[src/rtl/atm_account_arbiter_if.sv]
// Request/response bundle between the ATM front ends and the shared-account arbiter.
// Per-port fields are packed side by side; port p occupies slice p of each vector.
interface atm_account_arbiter_if #(
    parameter int N_PORTS = 4,
    parameter int ID_W    = 4,
    parameter int AMT_W   = 32
);
    logic [N_PORTS-1:0]       REQ;
    logic [2*N_PORTS-1:0]     OP;
    logic [ID_W*N_PORTS-1:0]  CARD;
    logic [AMT_W*N_PORTS-1:0] AMOUNT;
    logic [N_PORTS-1:0]       ACK;
    logic [2:0]               RESP_PORT;
    logic                     RESP_OK;
    logic [AMT_W-1:0]         RESP_BAL;
    logic                     BUSY;

    modport master (
        output REQ, OP, CARD, AMOUNT,
        input  ACK, RESP_PORT, RESP_OK, RESP_BAL, BUSY
    );

    modport slave (
        input  REQ, OP, CARD, AMOUNT,
        output ACK, RESP_PORT, RESP_OK, RESP_BAL, BUSY
    );
endinterface

[src/rtl/atm_account_arbiter.sv]
// Round-robin arbiter that serialises ATM transactions onto one balance table.
// Exactly one read-modify-write is in flight, so same-account updates never interleave.
module atm_account_arbiter #(
    parameter int N_PORTS = 4,
    parameter int DB_SIZE = 10,
    parameter int ID_W    = 4,
    parameter int AMT_W   = 32
) (
    input  logic                  CLK,
    input  logic                  RESET,
    atm_account_arbiter_if.slave  bus
);
    localparam int PW = (N_PORTS > 1) ? $clog2(N_PORTS) : 1;

    typedef enum logic [1:0] {
        S_IDLE = 2'd0,
        S_LOAD = 2'd1,
        S_EXEC = 2'd2,
        S_RESP = 2'd3
    } state_t;

    state_t             state_q, state_d;
    logic [PW-1:0]      ptr_q, ptr_d;
    logic [PW-1:0]      gnt_q, gnt_d;
    logic [1:0]         op_q, op_d;
    logic [ID_W-1:0]    card_q, card_d;
    logic [AMT_W-1:0]   amt_q, amt_d;
    logic [AMT_W-1:0]   bal_q, bal_d;
    logic               inv_q, inv_d;
    logic [N_PORTS-1:0] ack_q, ack_d;
    logic [2:0]         resp_port_q, resp_port_d;
    logic               resp_ok_q, resp_ok_d;
    logic [AMT_W-1:0]   resp_bal_q, resp_bal_d;
    logic               busy_q, busy_d;
    logic [AMT_W-1:0]   tbl_q [DB_SIZE];

    logic [PW:0]        pick_s;
    logic [PW-1:0]      pick_idx_s;
    logic [AMT_W:0]     ex_sum_s;
    logic               ex_ok_s;
    logic [AMT_W-1:0]   ex_new_s;
    logic               wr_en_s;

    function automatic logic [AMT_W-1:0] init_bal(input int idx);
        logic [63:0] v;
        v = 64'(idx) * 64'(idx) * 64'(idx) * 64'(idx);
        return v[AMT_W-1:0];
    endfunction

    // Returns {found, index} of the first request strictly after ptr, wrapping around.
    function automatic logic [PW:0] rr_pick(input logic [N_PORTS-1:0] req,
                                            input logic [PW-1:0] ptr);
        logic [PW:0] res;
        int          idx;
        res = '0;
        for (int k = 1; k <= N_PORTS; k++) begin
            idx = (int'(ptr) + k) % N_PORTS;
            if (!res[PW] && req[idx]) begin
                res = {1'b1, PW'(idx)};
            end else begin
                res = res;
            end
        end
        return res;
    endfunction

    // Round-robin grant candidate from the live request levels.
    always_comb begin
        pick_s     = rr_pick(bus.REQ, ptr_q);
        pick_idx_s = pick_s[PW-1:0];
    end

    // Arithmetic of the latched operation against the loaded balance.
    always_comb begin
        ex_sum_s = {1'b0, bal_q} + {1'b0, amt_q};
        ex_ok_s  = 1'b0;
        ex_new_s = bal_q;
        if (inv_q) begin
            ex_ok_s  = 1'b0;
            ex_new_s = bal_q;
        end else begin
            case (op_q)
                2'b00: begin
                    ex_ok_s  = (amt_q <= bal_q);
                    ex_new_s = ex_ok_s ? (bal_q - amt_q) : bal_q;
                end
                2'b01: begin
                    ex_ok_s  = (bal_q != '0);
                    ex_new_s = bal_q;
                end
                2'b10: begin
                    ex_ok_s  = ~ex_sum_s[AMT_W];
                    ex_new_s = ex_ok_s ? ex_sum_s[AMT_W-1:0] : bal_q;
                end
                default: begin
                    ex_ok_s  = 1'b0;
                    ex_new_s = bal_q;
                end
            endcase
        end
    end

    // Next-state and registered-output logic of the transaction FSM.
    always_comb begin
        state_d     = state_q;
        ptr_d       = ptr_q;
        gnt_d       = gnt_q;
        op_d        = op_q;
        card_d      = card_q;
        amt_d       = amt_q;
        bal_d       = bal_q;
        inv_d       = inv_q;
        ack_d       = '0;
        resp_port_d = resp_port_q;
        resp_ok_d   = resp_ok_q;
        resp_bal_d  = resp_bal_q;
        busy_d      = busy_q;
        case (state_q)
            S_IDLE: begin
                if (pick_s[PW]) begin
                    ptr_d   = pick_idx_s;
                    gnt_d   = pick_idx_s;
                    op_d    = bus.OP[2*int'(pick_idx_s) +: 2];
                    card_d  = bus.CARD[ID_W*int'(pick_idx_s) +: ID_W];
                    amt_d   = bus.AMOUNT[AMT_W*int'(pick_idx_s) +: AMT_W];
                    busy_d  = 1'b1;
                    state_d = S_LOAD;
                end else begin
                    state_d = S_IDLE;
                end
            end
            S_LOAD: begin
                if (int'(card_q) < DB_SIZE) begin
                    bal_d = tbl_q[card_q];
                    inv_d = 1'b0;
                end else begin
                    bal_d = '0;
                    inv_d = 1'b1;
                end
                state_d = S_EXEC;
            end
            S_EXEC: begin
                ack_d[gnt_q] = 1'b1;
                resp_port_d  = 3'(gnt_q);
                resp_ok_d    = ex_ok_s;
                resp_bal_d   = ex_new_s;
                state_d      = S_RESP;
            end
            S_RESP: begin
                busy_d  = 1'b0;
                state_d = S_IDLE;
            end
            default: begin
                busy_d  = 1'b0;
                state_d = S_IDLE;
            end
        endcase
    end

    // FSM state and datapath registers.
    always_ff @(posedge CLK or negedge RESET) begin
        if (!RESET) begin
            state_q     <= S_IDLE;
            ptr_q       <= PW'(N_PORTS - 1);
            gnt_q       <= '0;
            op_q        <= 2'b00;
            card_q      <= '0;
            amt_q       <= '0;
            bal_q       <= '0;
            inv_q       <= 1'b0;
            ack_q       <= '0;
            resp_port_q <= 3'd0;
            resp_ok_q   <= 1'b0;
            resp_bal_q  <= '0;
            busy_q      <= 1'b0;
        end else begin
            state_q     <= state_d;
            ptr_q       <= ptr_d;
            gnt_q       <= gnt_d;
            op_q        <= op_d;
            card_q      <= card_d;
            amt_q       <= amt_d;
            bal_q       <= bal_d;
            inv_q       <= inv_d;
            ack_q       <= ack_d;
            resp_port_q <= resp_port_d;
            resp_ok_q   <= resp_ok_d;
            resp_bal_q  <= resp_bal_d;
            busy_q      <= busy_d;
        end
    end

    // Only a successful withdraw or deposit writes back; inquiries never do.
    assign wr_en_s = (state_q == S_RESP) && resp_ok_q && (op_q == 2'b00 || op_q == 2'b10)
                     && (int'(card_q) < DB_SIZE);

    // Balance table: seeded on reset, committed at the end of the response cycle.
    always_ff @(posedge CLK or negedge RESET) begin
        if (!RESET) begin
            for (int i = 0; i < DB_SIZE; i++) begin
                tbl_q[i] <= init_bal(i);
            end
        end else if (wr_en_s) begin
            tbl_q[card_q] <= resp_bal_q;
        end
    end

    assign bus.ACK       = ack_q;
    assign bus.RESP_PORT = resp_port_q;
    assign bus.RESP_OK   = resp_ok_q;
    assign bus.RESP_BAL  = resp_bal_q;
    assign bus.BUSY      = busy_q;
endmodule

[src/flat_wrapper.sv]
// flat-port wrapper written by rule: the top's interface ports become plain ports
module atm_account_arbiter_flat 
#(
    parameter int N_PORTS = 4,
    parameter int DB_SIZE = 10,
    parameter int ID_W    = 4,
    parameter int AMT_W   = 32
)
  (CLK, RESET, bus_REQ, bus_OP, bus_CARD, bus_AMOUNT, bus_ACK, bus_RESP_PORT, bus_RESP_OK, bus_RESP_BAL, bus_BUSY);
  atm_account_arbiter_if #(.N_PORTS(N_PORTS), .ID_W(ID_W), .AMT_W(AMT_W)) bus_i ();
  input  logic CLK;
  input  logic RESET;
  input wire logic [$bits(bus_i.REQ)-1:0] bus_REQ;
  input wire logic [$bits(bus_i.OP)-1:0] bus_OP;
  input wire logic [$bits(bus_i.CARD)-1:0] bus_CARD;
  input wire logic [$bits(bus_i.AMOUNT)-1:0] bus_AMOUNT;
  output wire logic [$bits(bus_i.ACK)-1:0] bus_ACK;
  output wire logic [$bits(bus_i.RESP_PORT)-1:0] bus_RESP_PORT;
  output wire logic [$bits(bus_i.RESP_OK)-1:0] bus_RESP_OK;
  output wire logic [$bits(bus_i.RESP_BAL)-1:0] bus_RESP_BAL;
  output wire logic [$bits(bus_i.BUSY)-1:0] bus_BUSY;
  assign bus_i.REQ = bus_REQ;
  assign bus_i.OP = bus_OP;
  assign bus_i.CARD = bus_CARD;
  assign bus_i.AMOUNT = bus_AMOUNT;
  assign bus_ACK = bus_i.ACK;
  assign bus_RESP_PORT = bus_i.RESP_PORT;
  assign bus_RESP_OK = bus_i.RESP_OK;
  assign bus_RESP_BAL = bus_i.RESP_BAL;
  assign bus_BUSY = bus_i.BUSY;
  atm_account_arbiter #(.N_PORTS(N_PORTS), .DB_SIZE(DB_SIZE), .ID_W(ID_W), .AMT_W(AMT_W)) u_core (.CLK(CLK), .RESET(RESET), .bus(bus_i));
endmodule
[config.mk]
export PLATFORM = sky130hd
export DESIGN_NAME = atm_account_arbiter_flat
export DESIGN_NICKNAME = d
export VERILOG_FILES = /design/src/rtl/atm_account_arbiter_if.sv /design/src/rtl/atm_account_arbiter.sv /design/src/flat_wrapper.sv
export SDC_FILE = /design/constraint.sdc
export NUM_CORES = 1
export LEC_CHECK = 0
export ABC_CLOCK_PERIOD_IN_PS = 5800
export BUFFER_PORTS_ARGS = -buffer_cell sky130_fd_sc_hd__buf_2
export CORE_MARGIN = 4
export CORE_UTILIZATION = 65
export DETAILED_ROUTE_END_ITERATION = 16
export PLACE_DENSITY = 0.86
export SLEW_MARGIN = 20
export SYNTH_ARGS = -nofsm -noshare
export SYNTH_HDL_FRONTEND = slang
export SYNTH_SLANG_ARGS = --single-unit
[constraint.sdc]
create_clock -name CLK -period 5.8 [get_ports CLK]
set_clock_uncertainty 0.2 [all_clocks]
set_input_delay 0.29 -clock CLK [delete_from_list [all_inputs] [get_ports CLK]]
set_output_delay 0.29 -clock CLK [all_outputs]
set_load 0.03 [all_outputs]
==> results.cfg <==
[power]
seq_power_share = 0.363
power_leakage_uw = 0.0132
p_per_area_mw_per_mm2 = 447
combPwrFrac = 0.398
p_int_uw = 7060
switching_share = 0.427
ir_drop_mv = 0.359
pwr-share-clk = 0.239
power_switching_uw = 5270

[route]
ant_nets = 0
num_vias = 19900
wirelength_microns = 76700
viasPerCell = 6.79
drt_iter0_markers = 1998
drtPass1Iterations = 9
drc = 0
wl_per_cell_microns = 26.1

[synth]
ys_ff_latch = 437
async_reset_ff_frac = 1.00
synth_nets = 2467
syn_avg_cell_area_sq_um = 10.7
netlist_area_sq_mm = 0.0240
yosysWarnings = 0
syn_inst = 2238
ys_seq_area_frac = 0.458
synth_flop_cell = dfrtp_1
synth_edf_count = 0
synthDistinctLibCells = 83

[timing]
rsz0062_at_grt = no
max_freq_mhz = 235
min_period_over_period = 0.733
worst_pin_slew_ns = 1.15
slew_headroom = 0.213
hold_viol = 0
finalSetupViolCount = 0
min_period_ns = 4.25
setup_tns_ns = 0
final.setup.worst_slack_ns = 1.55
slew_violations = 0

[place]
place_worst_setup_slack_ns = 1.75
port_buffers = 197
gp_routability_congestion = 1.01
hpwlAfterDp_microns = 48100

[outcome]
outcome = completed

[die]
floorplan.initialDensity = 0.657
fp.dieW_microns = 200
die_area_sq_mm = 0.0400
ioPinCount = 199
core_sq_mm = 0.0364
num_rows = 70
fp.dieH_microns = 200

[run]
cap_violations = 0

[clock_network]
htree_levels = 2
cts_tree = built
numCtsBuffers = 46
postCtsSetupBuffers = 0
cts.reportedPaths.clkPinSlew_ns = 0.06
worst_skew_pair.late_latency_ns = 0.61
clk_path_buf_depth = 3
clock-root-buffer = clkbuf_16
cts.sinks = 437

[layout]
drive_above_1_share = 0.308
num-fill-cells = 2143
syn_to_final_growth_pct = 15.3
layout.nets = 2663
final-seq-area_sq_mm = 0.0110
multi_input_area_sq_mm = 0.0120
mostFrequentLayoutCells = dfrtp_1, mux2_2, nand2_1, buf_2, o21ai_0
mostFrequentLayoutCell = dfrtp_1
antenna_cells = 0

[global_route]
grt_pass1_vias = 20300
antenna_found_initial = 1
grt_pass1_wl_microns = 116000
grt_max_degree = 185
grt_usage = 0.377
grt_overflow_total = 0

[critical_path]
crit_buf_inv = 1
end_kind = flip-flop
critPathTopFamily = compound AO/OA/AOI/OAI gates
worstPathArrival_ns = 4.53
critical-path-max-stage-delay_ns = 0.66
critPathLaunchType = flip-flop
crit_type = reg2reg
critPathMaxFanout = 15
crit_chain = inv_1 -> ha_1 -> fa_1 -> nand3b_1 -> a21oi_1 -> a211o_1 -> a21bo_2 -> o31ai_4 -> nand2_1 -> nand2b_1 -> o22ai_1 -> a221oi_1 -> nor2_1
cp.required_ns = 6.08
cp_slowest_cell = nand2b_1

[worst_hold_path]
hold_class = in2reg
==> repair_timing <==
item / CTS / global route
hold endpoints to repair: 124 / 0
gates resized for setup: 0 / 0
hold buffers: 88 / 0
==> area by class of cell <==
| class | count | share of cell area |
|---|---|---|
| Clock buffer | 65 | 0.0461 |
| Clock inverter | 19 | 0.00834 |
| Inverter | 106 | 0.0144 |
| Multi-Input combinational cell | 1523 | 0.434 |
| Sequential cell | 437 | 0.397 |
| Tap cell | 468 | 0.0212 |
| Timing Repair Buffer | 320 | 0.0781 |
==> logic make-up (layout without fill, tap and decap cells) <==
logic type | after synthesis | in the layout | share of synthesized area
xor+xnor | 23 | 23 | 0.00841
mux | 382 | 382 | 0.210
compound gates | 497 | 497 | 0.141
other cells | 1 | 1 | 0.000157
buf+inv | 278 | 510 | 0.0450
flops | 437 | 437 | 0.458
simple gates | 549 | 549 | 0.100
fa+ha+maj | 71 | 71 | 0.0377
==> worst register-to-register path, cell delays in order (launching register included) <==
cell and delay, ns:
dfrtp_1 0.42, inv_1 0.13, ha_1 0.21, fa_1 0.25
nand3b_1 0.16, a21oi_1 0.08, a211o_1 0.38, a21bo_2 0.30
o31ai_4 0.35, nand2_1 0.28, nand2b_1 0.66, o22ai_1 0.20
a221oi_1 0.43, nor2_1 0.08
==> metrics by stage <==
step	power, uW	cells	utilization	cell area (sq um)	hold slack [ns]
final	12300	2938	0.758	27600	0.0279
after global routing	12900	2938	0.758	27600	0.0542
after CTS	12100	2938	0.758	27600	0.00475
after detailed placement	8830	2766	0.692	25200	0.158
after global placement	8660	2766	0.692	25200	0.152
after floorplan	7260	2238	-	24000	-0.206
==> metal layers <==
metal  track usage  share of wire
met2         0.602           0.46
met5             0              0
met4         0.194          0.057
met1         0.482           0.38
met3        0.0935           0.10
==> power groups by stage <==
stage | Clock [uW] | Combinational (uW) | Sequential [uW]
after global routing | 3090 | 5240 | 4540
after floorplan | 0 | 3120 | 4140
after detailed placement | 0 | 4380 | 4450
after global placement | 0 | 4280 | 4370
final | 2940 | 4900 | 4480
after CTS | 2970 | 4750 | 4430
==> final timing paths <==
check	startpoint	end	slack (ns)	depth (start not counted)
worst max-delay path	u_core.bal_q[0]	u_core.bus.RESP_BAL[1]	1.55	13
worst min-delay path	bus_REQ[0]	u_core.gnt_q[0]	0.03	5
worst max register to register	u_core.bal_q[0]	u_core.bus.RESP_BAL[1]	1.55	13
worst min register to register	u_core.tbl_q[54]	u_core.tbl_q[54]	0.30	2
max in group asynchronous	RESET	u_core.tbl_q[148]	3.86	3
min in group asynchronous	RESET	u_core.bus.RESP_BAL[23]	0.08	2
==> flip-flops by register name (all words and copies together) (netlist names) <==
signal	cells
u_core.amt_q	32
u_core.bal_q	32
u_core.bus.ACK	4
u_core.bus.BUSY	1
u_core.bus.RESP_BAL	32
u_core.bus.RESP_OK	1
u_core.bus.RESP_PORT	2
u_core.card_q	4
u_core.gnt_q	2
u_core.inv_q	1
u_core.op_q	2
u_core.ptr_q	2
u_core.state_q	2
u_core.tbl_q	320
==> synth_stat cells (all sizes together), types with 8 or more instances <==
cell	instances	share of area
o221ai	8	0.0029
dfstp	28	0.031
o211ai	10	0.0033
a21oi	103	0.022
o221a	8	0.0038
nand4	14	0.0037
nand2b	24	0.0063
xnor2	19	0.0069
o22ai	42	0.011
nor3	17	0.0036
dfrtp	409	0.43
nor2b	11	0.0029
a22o	35	0.013
nand3	48	0.010
inv	105	0.016
buf	34	0.0067
mux4	64	0.060
o21ai	135	0.028
a221oi	43	0.016
ha	69	0.036
o21bai	10	0.0033
o31ai	15	0.0053
mux2	315	0.15
nor4	14	0.0037
clkbuf	138	0.022
a21o	10	0.0031
nor2	91	0.014
a31oi	12	0.0031
nand2	297	0.047
Power figures use the tool's default switching activity.
